--- src/rtl/hls_bb_cmd_issuer.sv ---
`default_nettype none
// ============================================================================
// Module   : hls_bb_cmd_issuer
// Purpose  : Upstream driver for the HLS black-box adder stage. Requests
//            {cmd,x,y} are buffered in a small FIFO and issued one at a time
//            over the ap_start/ap_ready/ap_done handshake. The result is
//            captured on ap_done, or a timeout error is produced if ap_done
//            never arrives. Each result is presented on a one-entry
//            valid/ready output register.
// Ports    : ap_clk/ap_rst              clock, async active-high reset
//            in_valid/in_ready/in_*     request input (in_ready = FIFO not full)
//            bb_start/bb_ready/bb_done  black-box handshake
//            bb_cmd/bb_x/bb_y, bb_res   black-box operands and result
//            out_valid/out_ready/out_*  result output (data, no-op, error)
//            fifo_cnt                   FIFO occupancy
//            busy                       FSM active or result pending
// Revision : 1.0 - initial release
// ============================================================================
module hls_bb_cmd_issuer #(
  parameter int DEPTH   = 4,
  parameter int X_W     = 5,
  parameter int TIMEOUT = 16
) (
  input  logic                     ap_clk,
  input  logic                     ap_rst,
  input  logic                     in_valid,
  output logic                     in_ready,
  input  logic                     in_cmd,
  input  logic [X_W-1:0]           in_x,
  input  logic                     in_y,
  output logic                     bb_start,
  input  logic                     bb_ready,
  input  logic                     bb_done,
  output logic                     bb_cmd,
  output logic [X_W-1:0]           bb_x,
  output logic                     bb_y,
  input  logic [X_W:0]             bb_res,
  output logic                     out_valid,
  input  logic                     out_ready,
  output logic [X_W-1:0]           out_data,
  output logic                     out_nop,
  output logic                     out_err,
  output logic [$clog2(DEPTH):0]   fifo_cnt,
  output logic                     busy
);

  localparam int AW = $clog2(DEPTH);
  localparam int TW = $clog2(TIMEOUT + 1);
  localparam int EW = X_W + 2;                      // {cmd, x, y}
  localparam logic [AW:0]   FULL_CNT = (AW+1)'(DEPTH);
  localparam logic [TW-1:0] T_LAST   = TW'(TIMEOUT - 1);

  typedef enum logic [1:0] {
    IDLE  = 2'd0,
    ISSUE = 2'd1,
    WAIT  = 2'd2
  } state_t;

  state_t          state;
  state_t          state_nxt;

  logic [EW-1:0]   mem [DEPTH];
  logic [AW-1:0]   wr_ptr;
  logic [AW-1:0]   rd_ptr;
  logic [TW-1:0]   timer;
  logic [EW-1:0]   head;

  logic            push;
  logic            pop;
  logic            issue;
  logic            capture;
  logic            expire;

  assign in_ready = (fifo_cnt < FULL_CNT);
  assign push     = in_valid & in_ready;
  assign head     = mem[rd_ptr];
  assign busy     = (state != IDLE) | out_valid;

  // --------------------------------------------------------------------------
  // Next-state and control strobes
  // --------------------------------------------------------------------------
  always_comb begin
    state_nxt = state;
    issue     = 1'b0;
    pop       = 1'b0;
    capture   = 1'b0;
    expire    = 1'b0;
    case (state)
      IDLE: begin
        // Only issue when the output slot is free or drains this cycle, so a
        // captured result can never overwrite an undelivered one.
        if ((fifo_cnt != '0) && (!out_valid || out_ready)) begin
          issue     = 1'b1;
          state_nxt = ISSUE;
        end
      end
      ISSUE: begin
        if (bb_start && bb_ready) begin
          pop       = 1'b1;
          state_nxt = WAIT;
        end
      end
      WAIT: begin
        // ap_done takes priority over a timeout in the same cycle.
        if (bb_done) begin
          capture   = 1'b1;
          state_nxt = IDLE;
        end else if (timer == T_LAST) begin
          expire    = 1'b1;
          state_nxt = IDLE;
        end
      end
      default: state_nxt = IDLE;
    endcase
  end

  always_ff @(posedge ap_clk or posedge ap_rst) begin
    if (ap_rst) begin
      state <= IDLE;
    end else begin
      state <= state_nxt;
    end
  end

  // --------------------------------------------------------------------------
  // FIFO storage (contents need no reset; validity is tracked by fifo_cnt)
  // --------------------------------------------------------------------------
  always_ff @(posedge ap_clk) begin
    if (push) begin
      mem[wr_ptr] <= {in_cmd, in_x, in_y};
    end
  end

  // --------------------------------------------------------------------------
  // Pointers, occupancy, black-box drive, timer and output register
  // --------------------------------------------------------------------------
  always_ff @(posedge ap_clk or posedge ap_rst) begin
    if (ap_rst) begin
      wr_ptr    <= '0;
      rd_ptr    <= '0;
      fifo_cnt  <= '0;
      bb_start  <= 1'b0;
      bb_cmd    <= 1'b0;
      bb_x      <= '0;
      bb_y      <= 1'b0;
      timer     <= '0;
      out_valid <= 1'b0;
      out_data  <= '0;
      out_nop   <= 1'b0;
      out_err   <= 1'b0;
    end else begin
      if (push) begin
        wr_ptr <= wr_ptr + 1'b1;
      end
      if (pop) begin
        rd_ptr <= rd_ptr + 1'b1;
      end
      case ({push, pop})
        2'b10:   fifo_cnt <= fifo_cnt + 1'b1;
        2'b01:   fifo_cnt <= fifo_cnt - 1'b1;
        default: fifo_cnt <= fifo_cnt;
      endcase

      if (issue) begin
        bb_start                <= 1'b1;
        {bb_cmd, bb_x, bb_y}    <= head;
      end

      if (pop) begin
        bb_start <= 1'b0;
        timer    <= '0;
      end else if (state == WAIT) begin
        timer <= timer + 1'b1;
      end

      if (out_valid && out_ready) begin
        out_valid <= 1'b0;
      end
      if (capture) begin
        out_valid <= 1'b1;
        out_nop   <= bb_res[X_W];
        out_data  <= bb_res[X_W] ? '0 : bb_res[X_W-1:0];
        out_err   <= 1'b0;
      end else if (expire) begin
        out_valid <= 1'b1;
        out_nop   <= 1'b0;
        out_data  <= '0;
        out_err   <= 1'b1;
      end
    end
  end

endmodule
`default_nettype wire

--- config.mk ---
export PLATFORM = sky130hd
export DESIGN_NAME = hls_bb_cmd_issuer
export DESIGN_NICKNAME = d
export VERILOG_FILES = /design/src/rtl/hls_bb_cmd_issuer.sv
export SDC_FILE = /design/constraint.sdc
export NUM_CORES = 1
export LEC_CHECK = 0
export CAP_MARGIN = 20
export CORE_UTILIZATION = 52
export CTS_CLUSTER_DIAMETER = 100
export DETAILED_ROUTE_END_ITERATION = 10
export GPL_TIMING_DRIVEN = 0
export PLACE_DENSITY = 0.78
export SETUP_SLACK_MARGIN = 0.15
export SLEW_MARGIN = 0
export SYNTH_ARGS = -nofsm -noshare
export SYNTH_HDL_FRONTEND = slang
export SYNTH_SLANG_ARGS = --single-unit
--- constraint.sdc ---
create_clock -name ap_clk -period 2.7 [get_ports ap_clk]
set_input_delay 0.54 -clock ap_clk [delete_from_list [all_inputs] [get_ports ap_clk]]
set_output_delay 0.54 -clock ap_clk [all_outputs]
set_load 0.1 [all_outputs]
==> Word level (Yosys, flattened, before mapping) <==
Memories as Yosys holds them, arrays and structs flattened. A register that Yosys moved wholly into a read port is not among the register bits.
Cells that the tools add are included.
{ "word_totals": {"ff_bits": 23, "mem_bits_rw": 28, "in_bits": 19, "wordCells": 72, "mem_count": 1} }
{ "mem_list": {"columns": ["memory", "words", "width", "rd", "rd_clocked_by_memory_dff", "write_ports", "line", "rtl"], "rows": [
  ["mem", 4, 7, 1, 1, 1, "62", "logic [EW-1:0] mem [DEPTH];"]
]} }
{ "op_classes": {"n_addsub": 5, "n_lt_le_gt_ge": 1, "eq_ne": 8, "mux": 31, "n_bitwise": 2, "reduce_logical": 14} }
{ "ops": {"columns": ["cell", "n"], "rows": [
  ["two-way mux 5 bit", 5],
  ["two-way mux 1 bit", 20],
  ["nonzero test 2 bit", 5],
  ["two-way mux 2 bit", 4],
  ["case mux 2 bit (3 select lines)", 1],
  ["case mux 3 bit (2 select lines)", 1],
  ["nonzero test 3 bit", 2],
  ["adder 5 x 1 -> 5 bit, second input constant", 1],
  ["equality test 5 x 4 -> 1 bit, second input constant", 1],
  ["adder 2 x 1 -> 2 bit, second input constant", 2],
  ["equality test 2 x 1 -> 1 bit, second input constant", 2],
  ["equality test 2 bit, second input constant", 2],
  ["!= test 2 bit, second input constant", 2],
  ["adder 3 x 1 -> 3 bit, second input constant", 1],
  ["logical AND 1 bit", 3],
  ["< comparator 3 bit, second input constant", 1],
  ["!= test 3 bit, second input constant", 1],
  ["AND reduction 3 bit", 1],
  ["subtractor 3 x 1 -> 3 bit, second input constant", 1],
  ["logical NOT 2 bit", 1],
  ["bitwise AND 1 bit", 1],
  ["logical NOT 1 bit", 1],
  ["logical OR 1 bit", 1],
  ["OR 1 bit", 1]
]} }

==> Logic depth before layout (Yosys ltp) <==
Gate-level depths: netlist of run 1.
{ "depth": {"ltp_word": 7, "depth_mapped": 9, "ltp_nobuf": 8} }

==> Worst setup path after synthesis of run 1 <==
OpenSTA, ideal clock, no wires.
{ "synth_path": {"path_kind": "register to register", "start": "register bb_start", "end": "register fifo_cnt[2]", "arrival_ns": 2.300, "required_ns": 2.544, "slack_ns": 0.244, "stages_incl_launch_ff": 9, "path_buffers": 0, "period_less_slack_ns": 2.456, "cell_sequence": "dfrtp_1 nand4b_2 inv_1 ha_1 inv_1 fa_1 xor2_1 nor2_1 xnor2_1"} }
{ "synth_via": {"elab_chain_len": 5, "word_cells_on_any_way": 7, "classes_between": "2 x eq/ne; 3 x mux; 2 x reduce/logical"} }
{ "synth_lines": {"columns": ["element", "line", "rtl"], "rows": [
  ["start, declared", "31", "output logic bb_start,"],
  ["start signal, assigned", "142", "bb_start <= 1'b0;"],
  ["start signal, assigned", "165", "bb_start <= 1'b1;"],
  ["start signal, assigned", "170", "bb_start <= 1'b0;"],
  ["logical AND 1 bit (*)", "98", "if (bb_start && bb_ready) begin"],
  ["two-way mux 1 bit (*)", "98", null],
  ["two-way mux 1 bit (*)", "88", "case (state)"],
  ["net pop", "69", "logic pop;"],
  ["equality test 2 x 1 -> 1 bit / equality test 2 bit (equally long branches)", "158", "case ({push, pop})"],
  ["case mux 3 bit (2 select lines) / nonzero test 2 bit (equally long branches)", null, null],
  ["end signal, assigned", "159", "2'b10: fifo_cnt <= fifo_cnt + 1'b1;"],
  ["end signal, assigned", "160", "2'b01: fifo_cnt <= fifo_cnt - 1'b1;"],
  ["end signal, assigned", "161", "default: fifo_cnt <= fifo_cnt;"],
  ["end, declared", "43", "output logic [$clog2(DEPTH):0] fifo_cnt,"]
]} }
Mark *: on every way through the listed nets, which the timed path passes. The rest lies on a longest branch.
A chain may end at the register's enable or synchronous reset.

==> Worst setup path in the final report of run 1 <==
{ "layout_path": {"start": "register fifo_cnt[0]", "end": "output fifo_cnt[0]"} }
No word-level cell between the ends.

==> flow_summary.json, run 1 <==
{
  "h-tree-depth": 3,
  "cp_slowest_stage_delay_ns": 1.16,
  "num_rows": 24,
  "cp.required_ns": 2.16,
  "worst-path-buf-inv": 1,
  "start_util_pct": 54.5,
  "synthTopCellsByArea": "edfxtp_1 (35%), dfrtp_1 (31%), mux4_2 (6.6%), mux2_2 (3.8%), ha_1 (3.7%)",
  "fin_nets": 227,
  "cts-hold-fix-buffers": 0,
  "cpMaxStageDelayCell": "clkdlybuf4s50_1",
  "synth_top_area_share_pct": 35.2,
  "fin_worst_skew_ns": 0.00826,
  "period_needed_ns": 2.43,
  "slew_headroom_pct": 34.6,
  "cp_max_fo": 4,
  "netlist.top_cell.by_area": "edfxtp_1",
  "hp-class": "primary input to asynchronous set/reset pin",
  "maxCapViolations": 0,
  "seq_area_frac_synth_pct": 66.7,
  "drv_slew": 0,
  "synth-edff-count": 28,
  "gp_congestion": 0.741,
  "antenna_found_initial": 0,
  "grt-ovfl-total": 0,
  "clockBufferDepth": 2,
  "grt_pass1_vias": 1512,
  "synthesis.nets": 176,
  "antenna_cells": 0,
  "die_x_microns": 69.8,
  "synth-seq-cells": 58,
  "io_buffers": 39,
  "pin_count": 40,
  "path_clk_slew_ns": 0.06,
  "core_area_sq_um": 4380,
  "wl_microns": 4170,
  "synth.distinct_cells": 37,
  "cts_root_buf": "clkbuf_8",
  "yosys-top-cells-count": "dfrtp_1 (30), edfxtp_1 (28), inv_1 (11)",
  "finalCritPeriodShare_pct": 90.1,
  "critical_path_class": "register to primary output",
  "vias_per_cell": 5.35,
  "fillers": 297,
  "routedWlPerCell_microns": 16.3,
  "die-area_sq_um": 4870,
  "worstSetupEndpointType": "primary output",
  "die_h_microns": 69.8,
  "clock_sinks": 58,
  "clock.fmax_ghz": 0.411,
  "postRouteAntennaNets": 0,
  "setup-tns-final_ns": 0,
  "ys.flop_type": "dfrtp_1",
  "grt_max_degree": 26,
  "synth_most_common_cell": "dfrtp_1",
  "grt_setup_unrepaired": "no",
  "clk_latency_ns": 0.33,
  "setup_viol": 0,
  "r2r_setup_slack_ns": 0.55,
  "drc": 0,
  "yosysWarnings": 0,
  "drive_gt1_share_pct": 17.6,
  "hold_viol_final": 0,
  "status": "complete, no violations",
  "syn_inst": 149,
  "startpoint_type": "register",
  "ys_async_sr_fraction_pct": 51.7,
  "worst_pin_slew_ns": 0.979,
  "cts_tree": "yes",
  "initialDrtViolationCount": 86,
  "crit_chain": "clkdlybuf4s50_1",
  "cp_top_family": "buffers and inverters",
  "grtUsageTotal_pct": 19.6,
  "grt_first_pass_wirelength_microns": 6910,
  "synthToLayoutAreaGrowth_pct": 26.6,
  "arrival_ns": 1.89,
  "dp_hpwl_microns": 3030,
  "cts_buffers": 9,
  "syn_area_sq_um": 2390,
  "synth_area_per_cell_sq_um": 16.0,
  "vias": 1370,
  "drt-pass1-iter-count": 4
}
state kept, by name, indices dropped and copies added, names as in the netlist:
| name | cells |
|---|---|
| timer | 5 |
| state | 2 |
| bb_y | 1 |
| rd_ptr | 2 |
| bb_start | 1 |
| out_data | 5 |
| mem | 28 |
| out_nop | 1 |
| out_valid | 1 |
| fifo_cnt | 3 |
| out_err | 1 |
| bb_cmd | 1 |
| bb_x | 5 |
| wr_ptr | 2 |
cell families after synthesis:
logic type	share of synthesized area, %
adder cells (fa/ha/maj)	4.51
AO/OA/AOI/OAI	4.82
flip-flops	66.7
buffers and inverters	2.88
XOR/XNOR	2.57
multiplexers	10.8
AND/OR/NAND/NOR	7.76
layout by cell type, fill, tap and decap left out, types with 2 or more instances in the layout:
cell type	instances
clkdlybuf4s50_1	37
and2_1	4
dfrtp_1	30
nand2_1	5
ha_1	7
mux2_2	8
inv_1	11
a22o_1	5
mux4_2	7
nor2b_1	2
clkbuf_8	9
a21oi_1	2
nor2_1	2
nand3_1	4
xor2_1	2
clkinv_2	3
clkinv_1	2
xnor2_1	5
edfxtp_1	28
o21ai_0	3
clkbuf_1	3
nand2b_1	2
nor3_1	2
per-layer routing:
layer,vias to the layer above,global-route usage (%),routed length [microns]
met4,0,8.67,63
met2,29,31.1,2150
met3,8,7.41,188
met1,692,23.9,1770
met5,-,0,0
li1,641,-,-
through the flow:
step | std cells | instance area [sq um] | setup slack, ns | util (%) | hold WS [ns]
3_3_place_gp | 240 | 2840 | 0.153 | 64.8 | 0.476
4_1_cts | 256 | 3020 | 0.170 | 68.9 | 0.474
2_1_floorplan | 149 | 2390 | 0.244 | - | 0.465
3_5_place_dp | 241 | 2870 | 0.0833 | 65.5 | 0.494
6_report | 256 | 3020 | 0.267 | 68.9 | 0.480
5_1_grt | 256 | 3020 | 0.227 | 68.9 | 0.515
what timing repair did:
item                                    CTS  global route
endpoints found under the setup margin    1             1
endpoints found under the hold margin     0             0
gates resized for setup                   1             1
buffers inserted                          0             0
final timing paths:
path	start	to	cells past startpoint
setup / recovery	fifo_cnt[0]	fifo_cnt[0]	1
hold / removal	ap_rst	bb_x[0]	2
setup reg to reg	state[1]	fifo_cnt[2]	8
hold reg to reg	out_data[1]	out_data[1]	1
max in group asynchronous	ap_rst	fifo_cnt[0]	3
min in group ap_clk	out_data[1]	out_data[1]	1
area by class of cell:
type	instances	area [sq um]	share of cell area (%)
multi-input cells	75	727	24.1
clock buffers	10	128	4.22
well taps	52	65.1	2.15
repair buffers	40	419	13.9
inverters	11	41.3	1.37
clock inverters	5	22.5	0.745
plain buffers	5	27.5	0.911
flip-flops and latches	58	1590	52.7
Power of run 1 is not shown: default switching activity piles up to over one toggle a cycle in this logic, so the estimate is an artifact.
==> run 2: changes to the inputs <==
- SETUP_SLACK_MARGIN: 0.15 -> not set
==> run 2 against run 1 <==
Against the previous run:
- non-clock buffer count stayed put
- clock skew hardly changed
- critical path depth is 1 higher
- first-iteration DRC count decreased by 1.2%
- routed wire length down 0.48%
- critical endpoint is now in_ready
==> flow_summary.json, run 2 (same netlist as run 1, synthesis figures left out) <==
{
  "num_rows": 24,
  "drc": 0,
  "grt_setup_unrepaired": "no",
  "core_area_sq_um": 4380,
  "hold_viol_final": 0,
  "setup_viol": 0,
  "fin_worst_skew_ns": 0.00826,
  "slew_headroom_pct": 34.6,
  "top_register": "mem",
  "cts_buffers": 9,
  "vias_per_cell": 5.34,
  "post-place-ws_ns": 0.0833,
  "cp.required_ns": 2.16,
  "largest_reg_flops": 28,
  "critical_path_class": "register to primary output",
  "maxCapViolations": 0,
  "clock.fmax_ghz": 0.400,
  "grt_max_degree": 26,
  "pin_count": 40,
  "wl_microns": 4150,
  "worst_pin_slew_ns": 0.979,
  "cts_tree": "yes",
  "fillers": 296,
  "cp_max_fo": 4,
  "cts_root_buf": "clkbuf_8",
  "antenna_found_initial": 0,
  "setup-tns-final_ns": 0,
  "gp_congestion": 0.741,
  "finalCritPeriodShare_pct": 92.7,
  "clockBufferDepth": 2,
  "antenna_cells": 0,
  "hp-class": "primary input to asynchronous set/reset pin",
  "ctsResizeCount": 1,
  "die-area_sq_um": 4870,
  "drv_slew": 0,
  "io_buffers": 39,
  "cts-hold-fix-buffers": 0,
  "grt-ovfl-total": 0,
  "fin_cells": 256,
  "routedWlPerCell_microns": 16.2,
  "initialDrtViolationCount": 85,
  "startpoint_type": "register",
  "final_common_cell": "clkdlybuf4s50_1",
  "grt_pass1_vias": 1512,
  "final.setup.worst_slack_ns": 0.197,
  "fin_nets": 227,
  "h-tree-depth": 3,
  "cts_post_setup_buffers_inserted": 0,
  "synthToLayoutAreaGrowth_pct": 26.5,
  "grtUsageTotal_pct": 19.6,
  "whs_ns": 0.480,
  "worstSetupEndpointType": "primary output",
  "placed_cells": 241,
  "postRouteAntennaNets": 0,
  "dp_hpwl_microns": 3030,
  "drive_gt1_share_pct": 17.6,
  "die_x_microns": 69.8,
  "period_needed_ns": 2.50,
  "layout_common_cells": "clkdlybuf4s50_1 (38), dfrtp_1 (30), edfxtp_1 (28)",
  "status": "complete, no violations",
  "path_clk_slew_ns": 0.06,
  "die_h_microns": 69.8,
  "clock_sinks": 58,
  "vias": 1368,
  "grt_first_pass_wirelength_microns": 6910,
  "clk_latency_ns": 0.33,
  "arrival_ns": 1.96,
  "start_util_pct": 54.5,
  "drt-pass1-iter-count": 4
}
run 2: changes by cell type in the layout (fill, tap and decap cells not counted):
cell,before,now
clkdlybuf4s50_1,37,38
dlymetal6s2s_1,1,0
run 2: routing by layer:
layer	vias up	routed length, microns	track usage (%)
met3	8	194	7.41
met1	690	1760	23.9
met5	-	0	0
met2	29	2130	31.1
met4	0	63	8.67
li1	641	-	-
run 2: area by class of cell:
class / count / area, sq um / share of cell area [%]
plain buffers: 5 / 27.5 / 0.912
clock buffers: 10 / 128 / 4.23
clock inverters: 5 / 22.5 / 0.746
inverters: 11 / 41.3 / 1.37
multi-input cells: 75 / 727 / 24.1
flip-flops and latches: 58 / 1590 / 52.7
well taps: 52 / 65.1 / 2.15
repair buffers: 40 / 417 / 13.8
run 2: critical path, cell delays in order (launching register included):
cell and delay, ns:
dfrtp_1 0.41, inv_1 0.10, clkdlybuf4s50_1 1.13
run 2: metrics by stage:
step	cell area [sq um]	utilization, %
after floorplan	2390	-
after global placement	2840	64.8
after detailed placement	2870	65.5
after CTS	3020	68.9
after global routing	3020	68.9
final	3020	68.9
run 2: worst paths after layout:
check	startpoint	to	slack (ns)	cells past startpoint
max	fifo_cnt[2]	in_ready	0.20	2
min	ap_rst	bb_x[0]	0.48	2
max reg2reg	state[1]	fifo_cnt[2]	0.55	8
min reg2reg	out_data[1]	out_data[1]	0.50	1
max in group asynchronous	ap_rst	fifo_cnt[0]	1.78	3
min in group ap_clk	out_data[1]	out_data[1]	0.50	1
Power of run 2 is left out for the same reason.
